<file path="config.mk">
export PLATFORM = sky130hd
export DESIGN_NAME = mem_arbiter
export DESIGN_NICKNAME = d
export VERILOG_FILES = /design/src/rtl/mem_arbiter_pkg.sv /design/src/rtl/mem_arbiter_rr_pick.sv /design/src/rtl/mem_arbiter.sv
export SDC_FILE = /design/constraint.sdc
export NUM_CORES = 1
export LEC_CHECK = 0
export ABC_AREA = 1
export BUFFER_PORTS_ARGS = -buffer_cell sky130_fd_sc_hd__buf_2
export CORE_ASPECT_RATIO = 0.6
export CORE_MARGIN = 1.5
export CORE_UTILIZATION = 35
export DETAILED_ROUTE_END_ITERATION = 10
export PLACE_DENSITY_LB_ADDON = 0.25
export SETUP_SLACK_MARGIN = 0.5
export SKIP_LAST_GASP = 1
export SYNTH_ARGS = -nofsm -noshare
export SYNTH_HDL_FRONTEND = slang
export SYNTH_HIERARCHICAL = 1
export SYNTH_SLANG_ARGS = --single-unit
</file>
<file path="constraint.sdc">
create_clock -name clk -period 4.47 [get_ports clk]
set_clock_uncertainty 0.15 [all_clocks]
set_input_delay 0.6705 -clock clk [delete_from_list [all_inputs] [get_ports clk]]
set_output_delay 0.6705 -clock clk [all_outputs]
set_load 0.03 [all_outputs]
</file>
<file path="src/rtl/mem_arbiter_pkg.sv">
// Shared definitions for the memory port arbiter: FSM state encoding and
// byte-lane helper.
package mem_arbiter_pkg;

   localparam logic [1:0] ST_IDLE   = 2'd0;
   localparam logic [1:0] ST_ACCESS = 2'd1;
   localparam logic [1:0] ST_RESP   = 2'd2;

   function automatic int byte_lanes(input int data_width);
      return data_width / 8;
   endfunction

endpackage

</file>
<file path="src/rtl/mem_arbiter_rr_pick.sv">
// Combinational picker: rotating priority starting after last_grant when mode=1,
// plain lowest-index-first when mode=0.
module rr_pick #(
   parameter int N  = 2,
   parameter int IW = 1
) (
   input  logic [N-1:0]  req,
   input  logic [IW-1:0] last_grant,
   input  logic          mode,
   output logic [N-1:0]  grant,
   output logic [IW-1:0] idx
);

   int            pos;
   logic [IW-1:0] p_idx;
   logic          found;

   always_comb begin
      grant = '0;
      idx   = '0;
      found = 1'b0;
      pos   = 0;
      p_idx = '0;
      for (int k = 0; k < N; k++) begin
         pos   = mode ? (int'(last_grant) + 1 + k) % N : k;
         p_idx = IW'(pos);
         if (!found && req[p_idx]) begin
            found        = 1'b1;
            grant[p_idx] = 1'b1;
            idx          = p_idx;
         end
      end
   end

endmodule

</file>
<file path="src/rtl/mem_arbiter.sv">
// Multi-port memory arbiter: IDLE picks a requester and latches its access,
// ACCESS holds the bus until mem_ready, RESP pulses that requester's ack.
module mem_arbiter
   import mem_arbiter_pkg::*;
#(
   parameter int NUM_PORTS   = 2,
   parameter int ADDR_WIDTH  = 30,
   parameter int DATA_WIDTH  = 32,
   parameter int ROUND_ROBIN = 1
) (
   input  logic                                        clk,
   input  logic                                        reset,
   input  logic [NUM_PORTS-1:0]                        req_re,
   input  logic [NUM_PORTS*(DATA_WIDTH/8)-1:0]         req_we,
   input  logic [NUM_PORTS*ADDR_WIDTH-1:0]             req_addr,
   input  logic [NUM_PORTS*DATA_WIDTH-1:0]             req_wdata,
   output logic [NUM_PORTS-1:0]                        ack,
   output logic [NUM_PORTS*DATA_WIDTH-1:0]             rsp_rdata,
   output logic [ADDR_WIDTH-1:0]                       addr,
   output logic                                        re,
   output logic [DATA_WIDTH/8-1:0]                     we,
   output logic [DATA_WIDTH-1:0]                       wdata,
   input  logic [DATA_WIDTH-1:0]                       rdata,
   input  logic                                        mem_ready
);

   localparam int NB = byte_lanes(DATA_WIDTH);
   localparam int IW = (NUM_PORTS > 1) ? $clog2(NUM_PORTS) : 1;

   // Handshake: a port requests by holding req_re/req_we (plus addr/wdata)
   // stable; the arbiter answers with a single-cycle ack, after which the
   // port must drop or change its request in the following cycle.
   logic [1:0]            state;
   logic [IW-1:0]         win_idx;
   logic [IW-1:0]         last_grant;
   logic [IW-1:0]         pick_idx;
   logic [NUM_PORTS-1:0]  win_oh;
   logic [NUM_PORTS-1:0]  pick_grant;
   logic [NUM_PORTS-1:0]  req_any;
   logic [ADDR_WIDTH-1:0] lat_addr;
   logic [NB-1:0]         lat_we;
   logic [DATA_WIDTH-1:0] lat_wdata;
   logic                  lat_re;
   logic [NB-1:0]         sel_we;
   logic [DATA_WIDTH-1:0] rsp_q [NUM_PORTS];

   for (genvar i = 0; i < NUM_PORTS; i++) begin : g_port
      assign req_any[i] = req_re[i] | (|req_we[i*NB +: NB]);
      assign rsp_rdata[i*DATA_WIDTH +: DATA_WIDTH] = rsp_q[i];
   end

   assign sel_we = req_we[int'(pick_idx)*NB +: NB];

   rr_pick #(
      .N  (NUM_PORTS),
      .IW (IW)
   ) u_pick (
      .req        (req_any),
      .last_grant (last_grant),
      .mode       (ROUND_ROBIN != 0),
      .grant      (pick_grant),
      .idx        (pick_idx)
   );

   always_ff @(posedge clk) begin
      if (reset) begin
         state      <= ST_IDLE;
         last_grant <= IW'(NUM_PORTS - 1);
         win_idx    <= '0;
         win_oh     <= '0;
         lat_addr   <= '0;
         lat_we     <= '0;
         lat_wdata  <= '0;
         lat_re     <= 1'b0;
         for (int i = 0; i < NUM_PORTS; i++) rsp_q[i] <= '0;
      end else begin
         case (state)
            ST_IDLE: begin
               if (|req_any) begin
                  state      <= ST_ACCESS;
                  win_idx    <= pick_idx;
                  win_oh     <= pick_grant;
                  last_grant <= pick_idx;
                  lat_addr   <= req_addr[int'(pick_idx)*ADDR_WIDTH +: ADDR_WIDTH];
                  lat_wdata  <= req_wdata[int'(pick_idx)*DATA_WIDTH +: DATA_WIDTH];
                  lat_we     <= sel_we;
                  // A combined read+write request is carried out as a write.
                  lat_re     <= req_re[pick_idx] & ~(|sel_we);
               end
            end
            ST_ACCESS: begin
               if (mem_ready) begin
                  if (lat_re) rsp_q[win_idx] <= rdata;
                  state <= ST_RESP;
               end
            end
            ST_RESP: state <= ST_IDLE;
            default: state <= ST_IDLE;
         endcase
      end
   end

   always_comb begin
      addr  = '0;
      re    = 1'b0;
      we    = '0;
      wdata = '0;
      ack   = '0;
      if (state == ST_ACCESS) begin
         addr  = lat_addr;
         re    = lat_re;
         we    = lat_we;
         wdata = lat_wdata;
      end
      if (state == ST_RESP) ack = win_oh;
   end

endmodule

</file>
======== Word-level counts from Yosys, hierarchy flattened ========
Memories as Yosys holds them, arrays and structs flattened.
Cells that the tools add are included.
storage, ports and cells
  memories kept ........................... 1
  register bits ........................... 73
  logic and storage cells ................. 74
  bits in latches ......................... 0
  input bits .............................. 169
  memory bits (read-only) ................. 0
  output and inout bits ................... 133
  RAM bits ................................ 64
memories
  memory  depth  width  read ports  clocked after Yosys merged registers in  wr ports  RTL line           source
  rsp_q   2      32     2           0                                        2         mem_arbiter.sv:45  logic [DATA_WIDTH-1:0] rsp_q [NUM_PORTS];
operators by class
  $lt $le $gt $ge ......................... 5
  div/mod/pow operators ................... 0
  shift operators ......................... 3
  multipliers ............................. 1
  eq/ne operators ......................... 4
  mux-type cells .......................... 33
  add/sub/neg operators ................... 2
  bitwise gates (word level) .............. 5
  reductions and logical operators ........ 12
operators with widths
  operator                                                                       number
  32-bit two-way mux                                                             2
  64-bit by 7-bit variable part select with 32-bit output                        1
  60-bit by 7-bit variable part select with 30-bit output                        1
  32-bit OR reduction                                                            1
  30-bit two-way mux                                                             1
  1-bit two-way mux                                                              21
  4-bit OR reduction                                                             3
  2-bit two-way mux                                                              5
  8-bit by 4-bit variable part select with 4-bit output                          1
  1-bit by 2-bit less-than comparator with 1-bit output (second input constant)  3
  1-bit by 4-bit multiplier with 5-bit output (second input constant)            1
  4-bit two-way mux                                                              1
  2-bit != test (second input constant)                                          2
  2-bit one-hot mux with 2 select lines                                          1
  2-bit AND reduction                                                            2
  1-bit logical AND                                                              3
  1-bit adder (second input constant)                                            2
  1-bit demux with 1-bit select                                                  2
  2-bit by 1-bit == test with 1-bit output (second input constant)               1
  2-bit == test (second input constant)                                          1
  1-bit greater-or-equal comparator (second input constant)                      2
  2-bit logical NOT                                                              1
  1-bit bitwise OR                                                               2
  2-bit bitwise OR                                                               1
  4 further kinds                                                                4

======== Logic depth before layout (Yosys ltp) ========
Gate-level depths: netlist of run 1.
  depth after elaboration ................. 12
  depth in mapped cells ................... 14

======== Hierarchy ========
Netlist of run 1, hierarchy kept.
by module, submodules not included
  module       cells an instance  area each (sq um)  instances
  mem_arbiter  814                6606.3             1
  rr_pick      7                  30.0               1

======== Worst setup path before layout of run 1 ========
No wires, ideal clock.
  path kind ............................... input to register
  start ................................... input reset
  end ..................................... memory rsp_q[0][0] (enable)
  stages .................................. 5
  setup slack ............................. 1.755 ns
  arrival ................................. 2.175 ns
  data required time ...................... 3.931 ns
  setup time .............................. 0.389 ns
  buffers on the path ..................... 2
  path through ............................ clkbuf_1 > nor4_2 > nand2_1 > buf_2 > nand2_1
RTL lines
  item         RTL line           source
  from (decl)  mem_arbiter.sv:12  input logic reset,
  to (decl)    mem_arbiter.sv:45

======== Final worst setup path of run 1 ========
  start ................................... register state[1]
  end ..................................... output wdata[16]
on the way
  longest elaborated chain between the ends .. 2
RTL lines
  item                                      RTL line            source
  from (decl)                               mem_arbiter.sv:33   logic [1:0] state;
  from (signal assigned)                    mem_arbiter.sv:67   state <= ST_IDLE;
  from (signal assigned)                    mem_arbiter.sv:80   state <= ST_ACCESS;
  from (signal assigned)                    mem_arbiter.sv:94   state <= ST_RESP;
  2-bit by 1-bit == test with 1-bit output  mem_arbiter.sv:109  if (state == ST_ACCESS) begin
  32-bit two-way mux                        mem_arbiter.sv:109
  to (decl)                                 mem_arbiter.sv:22   output logic [DATA_WIDTH-1:0] wdata,
Every way passes these cells.

==> flow_summary.json, run 1 <==
{
  "status": "finished clean",
  "ant_nets": 0,
  "die-area_mm2": 0.01982,
  "grtUsageTotal_pct": 18.03,
  "drt_iter0_markers": 310,
  "final_nets": 1264,
  "hpwl_mm": 12.60,
  "cts_made_buffers": 17,
  "p_per_area_mw_per_mm2": 387.8,
  "cts_hold_buf": 0,
  "placed_area_mm2": 0.008272,
  "grt_max_degree": 89,
  "fp-row-count": 38,
  "drt-total-wl_mm": 18.24,
  "cts_resized": 0,
  "initial_core_util_pct": 36.25,
  "ctsHtreeMaxLevel": 4,
  "die_h_um": 109.7,
  "critPathMaxFanout": 40,
  "gp_congestion": 0.7738,
  "multi_input_area_mm2": 0.002551,
  "rr_worst_depth": 6,
  "slew_viol_final": 0,
  "die_w_um": 180.8,
  "grt_first_pass_wirelength_mm": 28.06,
  "avgSynthCellArea_um2": 8.083,
  "ff_latch_area_mm2": 0.003383,
  "ys_types": 23,
  "n_fill_cell": 1866,
  "grt_pass1_vias": 5555,
  "critPathLaunchType": "register",
  "ir_worst_vdd_uv": 240.0,
  "fin_crit_ns": 3.073,
  "drc": 0,
  "grt_setup_unrepaired": "false",
  "antenna_found_initial": 2,
  "max_freq_ghz": 0.3254,
  "overflow": 0,
  "wl_per_cell_um": 13.51,
  "cts_tree": "built",
  "place_ws_ns": 1.368,
  "port_buffers": 301,
  "hp-class": "reg -> reg",
  "drive_gt1_share_pct": 31.77,
  "worst_skew_pair.late_latency_ns": 0.40,
  "synthToLayoutAreaGrowth_pct": 33.09,
  "synth_area_leaders": "edfxtp_1, dfxtp_1, nor2_1, mux2i_1, inv_1",
  "pin_count": 302,
  "required_ns": 3.65,
  "power_mw": 3.425,
  "cts.sink_count": 137,
  "cap_violations": 0,
  "slew-limit-headroom_pct": 40.16,
  "fin_ws_ns": 1.397,
  "tightest_slew_ns": 0.8976,
  "fin_setup_tns_ns": 0,
  "crit_type": "reg -> out",
  "first_pass_iters": 4,
  "path_clk_slew_ns": 0.06,
  "clk_path_buf_depth": 2,
  "syn_area_mm2": 0.006636,
  "worstPathArrival_ns": 2.25,
  "hold_depth": 2,
  "synth_top_area_share_pct": 28.96,
  "holdWs_ns": 0.3167,
  "fin_crit_sh_pct": 68.75,
  "synthCells": 821,
  "synth_seq_area_share_pct": 50.98,
  "yosysWarnings": 6,
  "hold_viol": 0,
  "syn-num-nets": 990,
  "setup_viol_count_final": 0,
  "vias": 6033,
  "cts_root_buf": "clkbuf_16",
  "cts_setup_buffers": 0,
  "r2r_slack_ns": 1.85,
  "finalInstanceArea_mm2": 0.008832,
  "p_leak_nw": 4.504,
  "core_mm2": 0.01831,
  "yosys.area.top_type": "edfxtp_1",
  "synth-seq-cells": 137,
  "cp-end-kind": "output port",
  "vias_per_cell": 4.469
}
==> area by class of cell <==
type	count	area share (%)
antenna	2	0.05667
clock buffer	17	4.817
clock inverter	15	1.473
inverter	114	4.845
multi-input combinational	512	28.89
sequential	137	38.31
tap	240	3.400
timing repair buffer	313	18.22
==> power by group <==
| part | total (mW) | switching, mW | internal [mW] |
|---|---|---|---|
| clock | 1.34 | 0.605 | 0.731 |
| combinational | 0.642 | 0.408 | 0.234 |
| sequential | 1.45 | 0.0424 | 1.41 |
==> layer usage <==
metal	wire [um]	track usage, %	up-vias
li1	-	-	3141
met3	1068	4.836	16
met5	13	0	-
met2	8179	28.54	179
met4	159	5.162	2
met1	8815	24.33	2695
==> cell families after synthesis <==
logic type | Yosys count | share of synthesized area (%)
and+or+nand+nor | 372 | 22.94
other | 1 | 0.05651
buffers and inverters | 172 | 10.86
DFF | 137 | 50.98
AOI/OAI and AO/OA | 77 | 5.807
muxes | 62 | 9.352
==> cell usage after synthesis <==
library cell and n:
nor2_4 1, nand2_1 86, inv_2 1, buf_1 5, nor3b_1 2, a21oi_1 71
inv_1 113, mux2i_1 62, o21ai_0 4, edfxtp_1 64, nor2_1 204, nand3_1 73
buf_6 5, conb_1 1, nor4_2 1, buf_2 30, dfxtp_1 73, nor3_1 1
nand2_2 2, or2_1 1, nor2_2 1, clkbuf_1 18, o21ai_1 2
==> state kept, by name (all words and copies together) (netlist names) <==
| name | flops |
|---|---|
| lat_addr | 30 |
| state | 2 |
| lat_re | 1 |
| win_idx | 1 |
| win_oh | 2 |
| rsp_q | 64 |
| last_grant | 1 |
| lat_wdata | 32 |
| lat_we | 4 |
==> metrics by stage <==
stage,instances,utilization [%]
floorplan,821,-
detailed placement,1316,45.19
finish,1350,48.25
CTS,1348,48.22
global route,1348,48.22
global placement,1316,45.19
==> worst paths after layout <==
check | startpoint | to
setup / recovery | state[1]$_SDFFE_PP0P_ | wdata[16]
hold / removal | win_oh[0]$_SDFFE_PP0P_ | win_oh[0]$_SDFFE_PP0P_
setup reg to reg | state[0]$_SDFFE_PP0P_ | rsp_q[1][30]$_SDFFCE_PN0P_
hold reg to reg | win_oh[0]$_SDFFE_PP0P_ | win_oh[0]$_SDFFE_PP0P_
==> worst max-delay path: stages (launching register included) <==
cell and delay, ns:
dfxtp_1 0.37, inv_1 0.10, nand2_2 0.51, buf_4 0.54, nor2_1 0.11, buf_2 0.20
==> placed cells by master, fill, tap and decap left out, types with 2 or more instances in the layout <==
| cell | instances |
|---|---|
| nand3_1 | 73 |
| nor2_1 | 204 |
| edfxtp_1 | 64 |
| inv_1 | 113 |
| buf_4 | 11 |
| inv_8 | 4 |
| clkbuf_16 | 17 |
| o21ai_0 | 4 |
| mux2i_1 | 62 |
| nand2_2 | 2 |
| clkinvlp_4 | 5 |
| diode_2 | 2 |
| inv_6 | 5 |
| nor3b_1 | 2 |
| dfxtp_1 | 73 |
| nand2_1 | 85 |
| buf_2 | 301 |
| a21oi_1 | 71 |
Power figures use the tool's default switching activity.
==> run 2, diff against run 1 <==
==> constraint.sdc (replaced) <==
create_clock -name clk -period 2.9 [get_ports clk]
set_clock_uncertainty 0.15 [all_clocks]
set_input_delay 0.435 -clock clk [delete_from_list [all_inputs] [get_ports clk]]
set_output_delay 0.435 -clock clk [all_outputs]
set_load 0.03 [all_outputs]
==> run 2 against run 1 <==
  * First-iteration DRC count is 15% higher
  * Core utilization is 0.46 points higher
  * Sequential share of layout area is 0.36 points lower
  * Highest routed layer unchanged
  * Cell area is 0.95% higher
  * Register-to-register slack worse by 0.89 ns
  * Hold slack worse by 0.16 ns
  * Via count is 2.3% higher
  * Non-clock buffer count is 1 higher
  * Wire length is 4.8% higher
  * Die area stayed put
  * Largest cell class unchanged
  * Critical endpoint is now wdata[19]
==> flow_summary.json, run 2 (synthesized netlist as in run 1, its figures left out) <==
{
  "die-area_mm2": 0.01982,
  "fin_crit_ns": 2.213,
  "antenna_found_initial": 2,
  "port_buffers": 301,
  "worstPathArrival_ns": 1.63,
  "core_mm2": 0.01831,
  "path_clk_slew_ns": 0.06,
  "ir_worst_vdd_uv": 349.2,
  "initial_core_util_pct": 36.25,
  "largestRegisters": "rsp_q (64), lat_wdata (32), lat_addr (30)",
  "pin_count": 302,
  "hp-class": "in -> reg",
  "clk_path_buf_depth": 2,
  "required_ns": 2.32,
  "vias": 6173,
  "mostFrequentLayoutCell": "buf_2",
  "ctsHtreeMaxLevel": 4,
  "grt_pass1_vias": 5755,
  "regMostFlops": "rsp_q",
  "fin_setup_tns_ns": 0,
  "die_h_um": 109.7,
  "final_nets": 1265,
  "cts.sink_count": 137,
  "status": "finished clean",
  "cap_violations": 0,
  "power_mw": 5.316,
  "critPathMaxFanout": 68,
  "fp-row-count": 38,
  "critPathLaunchType": "register",
  "vias_per_cell": 4.573,
  "cp-end-kind": "output port",
  "tightest_slew_ns": 0.6554,
  "cts_root_buf": "clkbuf_16",
  "overflow": 0,
  "grt_first_pass_wirelength_mm": 29.79,
  "setup_viol_count_final": 0,
  "p_per_area_mw_per_mm2": 596.2,
  "drt-total-wl_mm": 19.12,
  "slew_viol_final": 0,
  "crit_type": "reg -> out",
  "mostFrequentLayoutCells": "buf_2, nor2_1, inv_1",
  "worst_skew_pair.late_latency_ns": 0.40,
  "max_freq_ghz": 0.4520,
  "synthToLayoutAreaGrowth_pct": 34.35,
  "drive_gt1_share_pct": 32.01,
  "grt_max_degree": 118,
  "fin_crit_sh_pct": 76.29,
  "hpwl_mm": 13.23,
  "drt_iter0_markers": 358,
  "first_pass_iters": 4,
  "cts_tree": "built",
  "die_w_um": 180.8,
  "largest_reg_flops": 64,
  "ant_nets": 0,
  "p_leak_nw": 4.541,
  "wl_per_cell_um": 14.16,
  "gp_congestion": 0.8211,
  "slew-limit-headroom_pct": 56.30,
  "cts_hold_buf": 0,
  "grt_setup_unrepaired": "false",
  "hold_viol": 0,
  "drc": 0,
  "cts_made_buffers": 17,
  "grtUsageTotal_pct": 19.09
}
[run 2: path summary, 6_finish.rpt]
path	start	slack, ns	endpoint	depth (start not counted)
worst max-delay path	state[1]$_SDFFE_PP0P_	0.69	wdata[19]	5
worst min-delay path	reset	0.16	win_idx$_SDFFE_PP0P_	2
worst max register to register	state[0]$_SDFFE_PP0P_	0.96	rsp_q[0][19]$_SDFFCE_PN0P_	5
worst min register to register	win_oh[1]$_SDFFE_PP0P_	0.31	win_oh[1]$_SDFFE_PP0P_	2
[run 2: report_power, final]
part / switching [mW] / total, mW / internal [mW]
Combinational: 0.635 / 1.01 / 0.377
Sequential: 0.0678 / 2.23 / 2.17
Clock: 0.943 / 2.07 / 1.13
Total: 1.65 / 5.32 / 3.67
[run 2: layout make-up]
| cell class | instances | area [um2] |
|---|---|---|
| fillers | 1838 | 9389 |
| flip-flops and latches | 137 | 3383 |
| multi-input cells | 512 | 2556 |
| repair buffers | 314 | 1692 |
| inverters | 114 | 427.9 |
| clock buffers | 17 | 425.4 |
| well taps | 240 | 300.3 |
| clock inverters | 15 | 128.9 |
| diodes | 1 | 2.502 |
[run 2: through the flow]
| stage | cells | instance area [um2] | hold slack (ns) | worst slack [ns] | util [%] |
|---|---|---|---|---|---|
| floorplan | 821 | 6641 | 0.2789 | 0.7234 | - |
| global placement | 1317 | 8347 | 0.2942 | 0.3790 | 45.60 |
| detailed placement | 1317 | 8347 | 0.3039 | 0.3275 | 45.60 |
| CTS | 1349 | 8909 | 0.1431 | 0.5704 | 48.67 |
| global route | 1349 | 8914 | 0.1683 | 0.5888 | 48.69 |
| finish | 1350 | 8916 | 0.1608 | 0.6875 | 48.71 |
[run 2: critical path, stage by stage, from the launching register on]
cell and delay [ns]:
dfxtp_1 0.37, inv_1 0.10, nand2_2 0.10, buf_12 0.31, nor2_1 0.11, buf_2 0.19
[run 2: repair_timing]
action | in CTS | in global routing
buffers inserted | 0 | 0
resized for setup | 2 | 1
setup endpoints to repair | 67 | 7
[run 2: layer usage]
| layer | part of all wire [%] | track usage, % |
|---|---|---|
| met4 | 0.77 | 4.382 |
| met3 | 6.7 | 5.234 |
| met2 | 46 | 31.83 |
| met5 | 0.037 | 0 |
| met1 | 46 | 24.86 |
==> run 3, diff against run 2 <==
==> constraint.sdc (replaced) <==
create_clock -name clk -period 2.1 [get_ports clk]
set_clock_uncertainty 0.15 [all_clocks]
set_input_delay 0.315 -clock clk [delete_from_list [all_inputs] [get_ports clk]]
set_output_delay 0.315 -clock clk [all_outputs]
set_load 0.03 [all_outputs]
==> run 3 against run 2 <==
  * Die area unchanged
  * Via count up 10%
  * Combinational power up 130%
  * Core utilization up 17 points
  * Sequential cell count unchanged
  * Register-to-register slack worse by 0.62 ns
  * Global-route usage up 4.3 points
  * Sequential power up 39%
  * First-iteration DRC count up 8.1%
  * Critical path type unchanged
  * Hold slack worse by 0.10 ns
  * Clock-buffer cell count unchanged
  * Cell area up 35%
==> flow_summary.json, run 3 (synthesized netlist as in run 1, its figures left out) <==
{
  "path_clk_slew_ns": 0.06,
  "grt_setup_unrepaired": "true",
  "slowest_stage": "dfxtp_4",
  "mostFrequentLayoutCell": "buf_2",
  "p_leak_nw": 5.361,
  "critPathMaxFanout": 5,
  "ctsHtreeMaxLevel": 4,
  "largest_reg_flops": 64,
  "worstPathArrival_ns": 1.41,
  "drive_gt1_share_pct": 50.59,
  "cts_tree": "built",
  "vias": 6813,
  "overflow": 0,
  "setup_viol_count_final": 0,
  "finalInstanceArea_mm2": 0.01202,
  "grtUsageTotal_pct": 23.37,
  "fp-row-count": 38,
  "hp-class": "in -> reg",
  "fin_crit_ns": 1.872,
  "placed_area_mm2": 0.008573,
  "slew-limit-headroom_pct": 58.21,
  "final_nets": 1336,
  "diodes": 0,
  "fin_crit_sh_pct": 89.15,
  "vias_per_cell": 4.798,
  "drt-total-wl_mm": 25.19,
  "holdWs_ns": 0.05622,
  "wl_per_cell_um": 17.74,
  "hpwl_mm": 12.85,
  "antenna_found_initial": 0,
  "cp-end-kind": "output port",
  "grt_pass1_vias": 6307,
  "largestRegisters": "rsp_q (64), lat_wdata (32), lat_addr (30)",
  "critPathLaunchType": "register",
  "grt_max_degree": 73,
  "hold_start": "reset",
  "gp_congestion": 0.7808,
  "n_fill_cell": 1518,
  "post-route-util_pct": 65.69,
  "die-area_mm2": 0.01982,
  "drc": 0,
  "path_cells": "nand2_8, clkbuf_16, nor2_4, buf_6",
  "cts_hold_buf": 0,
  "clk_path_buf_depth": 2,
  "ff_latch_area_mm2": 0.003392,
  "place_ws_ns": -0.02007,
  "first_pass_iters": 4,
  "slew_viol_final": 0,
  "rr_startpoint": "state[0]$_SDFFE_PP0P_",
  "crit_path_max_incr_delay_ns": 0.45,
  "grt_first_pass_wirelength_mm": 35.13,
  "cap_violations": 0,
  "die_h_um": 109.7,
  "cp-startpoint": "state[0]$_SDFFE_PP0P_",
  "required_ns": 1.63,
  "pin_count": 302,
  "drt_iter0_markers": 387,
  "cts_made_buffers": 17,
  "core_mm2": 0.01831,
  "synthToLayoutAreaGrowth_pct": 81.18,
  "port_buffers": 301,
  "fin_ws_ns": 0.2279,
  "critPathBufInv": 2,
  "ir_worst_vdd_uv": 444.6,
  "mostFrequentLayoutCells": "buf_2, nor2_4, inv_1",
  "initial_core_util_pct": 36.25,
  "crit_type": "reg -> out",
  "p_per_area_mw_per_mm2": 688.3,
  "max_freq_ghz": 0.5342,
  "ant_nets": 0,
  "tightest_slew_ns": 0.6261,
  "cts_root_buf": "clkbuf_16",
  "regMostFlops": "rsp_q",
  "fin_setup_tns_ns": 0,
  "status": "finished clean",
  "critical-path-top-delay-family": "flip-flops",
  "worst_skew_pair.late_latency_ns": 0.40,
  "hold_viol": 0,
  "multi_input_area_mm2": 0.003923,
  "cts.sink_count": 137,
  "die_w_um": 180.8
}
==> run 3: area by class of cell <==
| class | count | area share [%] |
|---|---|---|
| multi-input cells | 520 | 32.62 |
| repair buffers | 377 | 28.31 |
| flip-flops and latches | 137 | 28.21 |
| inverters | 114 | 3.673 |
| clock buffers | 17 | 3.538 |
| well taps | 240 | 2.497 |
| clock inverters | 15 | 1.145 |
==> run 3: what timing repair did <==
action	in CTS	in global routing
gates cloned	26	9
setup buffers	25	9
endpoints found under the setup margin	244	265
pin swaps	24	25
resized for setup	237	219
==> run 3: stage by stage <==
stage | power [mW] | cells
after floorplan | 4.169 | 821
after global placement | 4.616 | 1319
after detailed placement | 4.628 | 1319
after CTS | 8.018 | 1402
after global routing | 8.640 | 1420
final | 8.276 | 1420
==> run 3: routing by layer <==
metal  routed length (um)  GRT usage, %  share of wire [%]  vias up
met5                    0             0                  0        -
met4                  213         4.622               0.85        0
met3                 1656         6.459                6.6       16
met2                11880         37.48                 47      242
met1                11440         31.78                 45     3227
li1                     -             -                  -     3328
==> run 3: worst paths after layout <==
check / endpoint / slack [ns] / depth (start not counted)
max: addr[27] / 0.23 / 4
min: state[0]$_SDFFE_PP0P_ / 0.06 / 2
max reg2reg: rsp_q[1][2]$_SDFFCE_PN0P_ / 0.34 / 8
min reg2reg: lat_we[1]$_SDFFE_PP0P_ / 0.32 / 2
==> run 3: report_power, final <==
| group | internal, mW | switching, mW | total (mW) |
|---|---|---|---|
| Sequential | 2.99 | 0.101 | 3.09 |
| Combinational | 1.02 | 1.29 | 2.30 |
| Clock | 1.56 | 1.32 | 2.88 |
| Total | 5.57 | 2.71 | 8.28 |
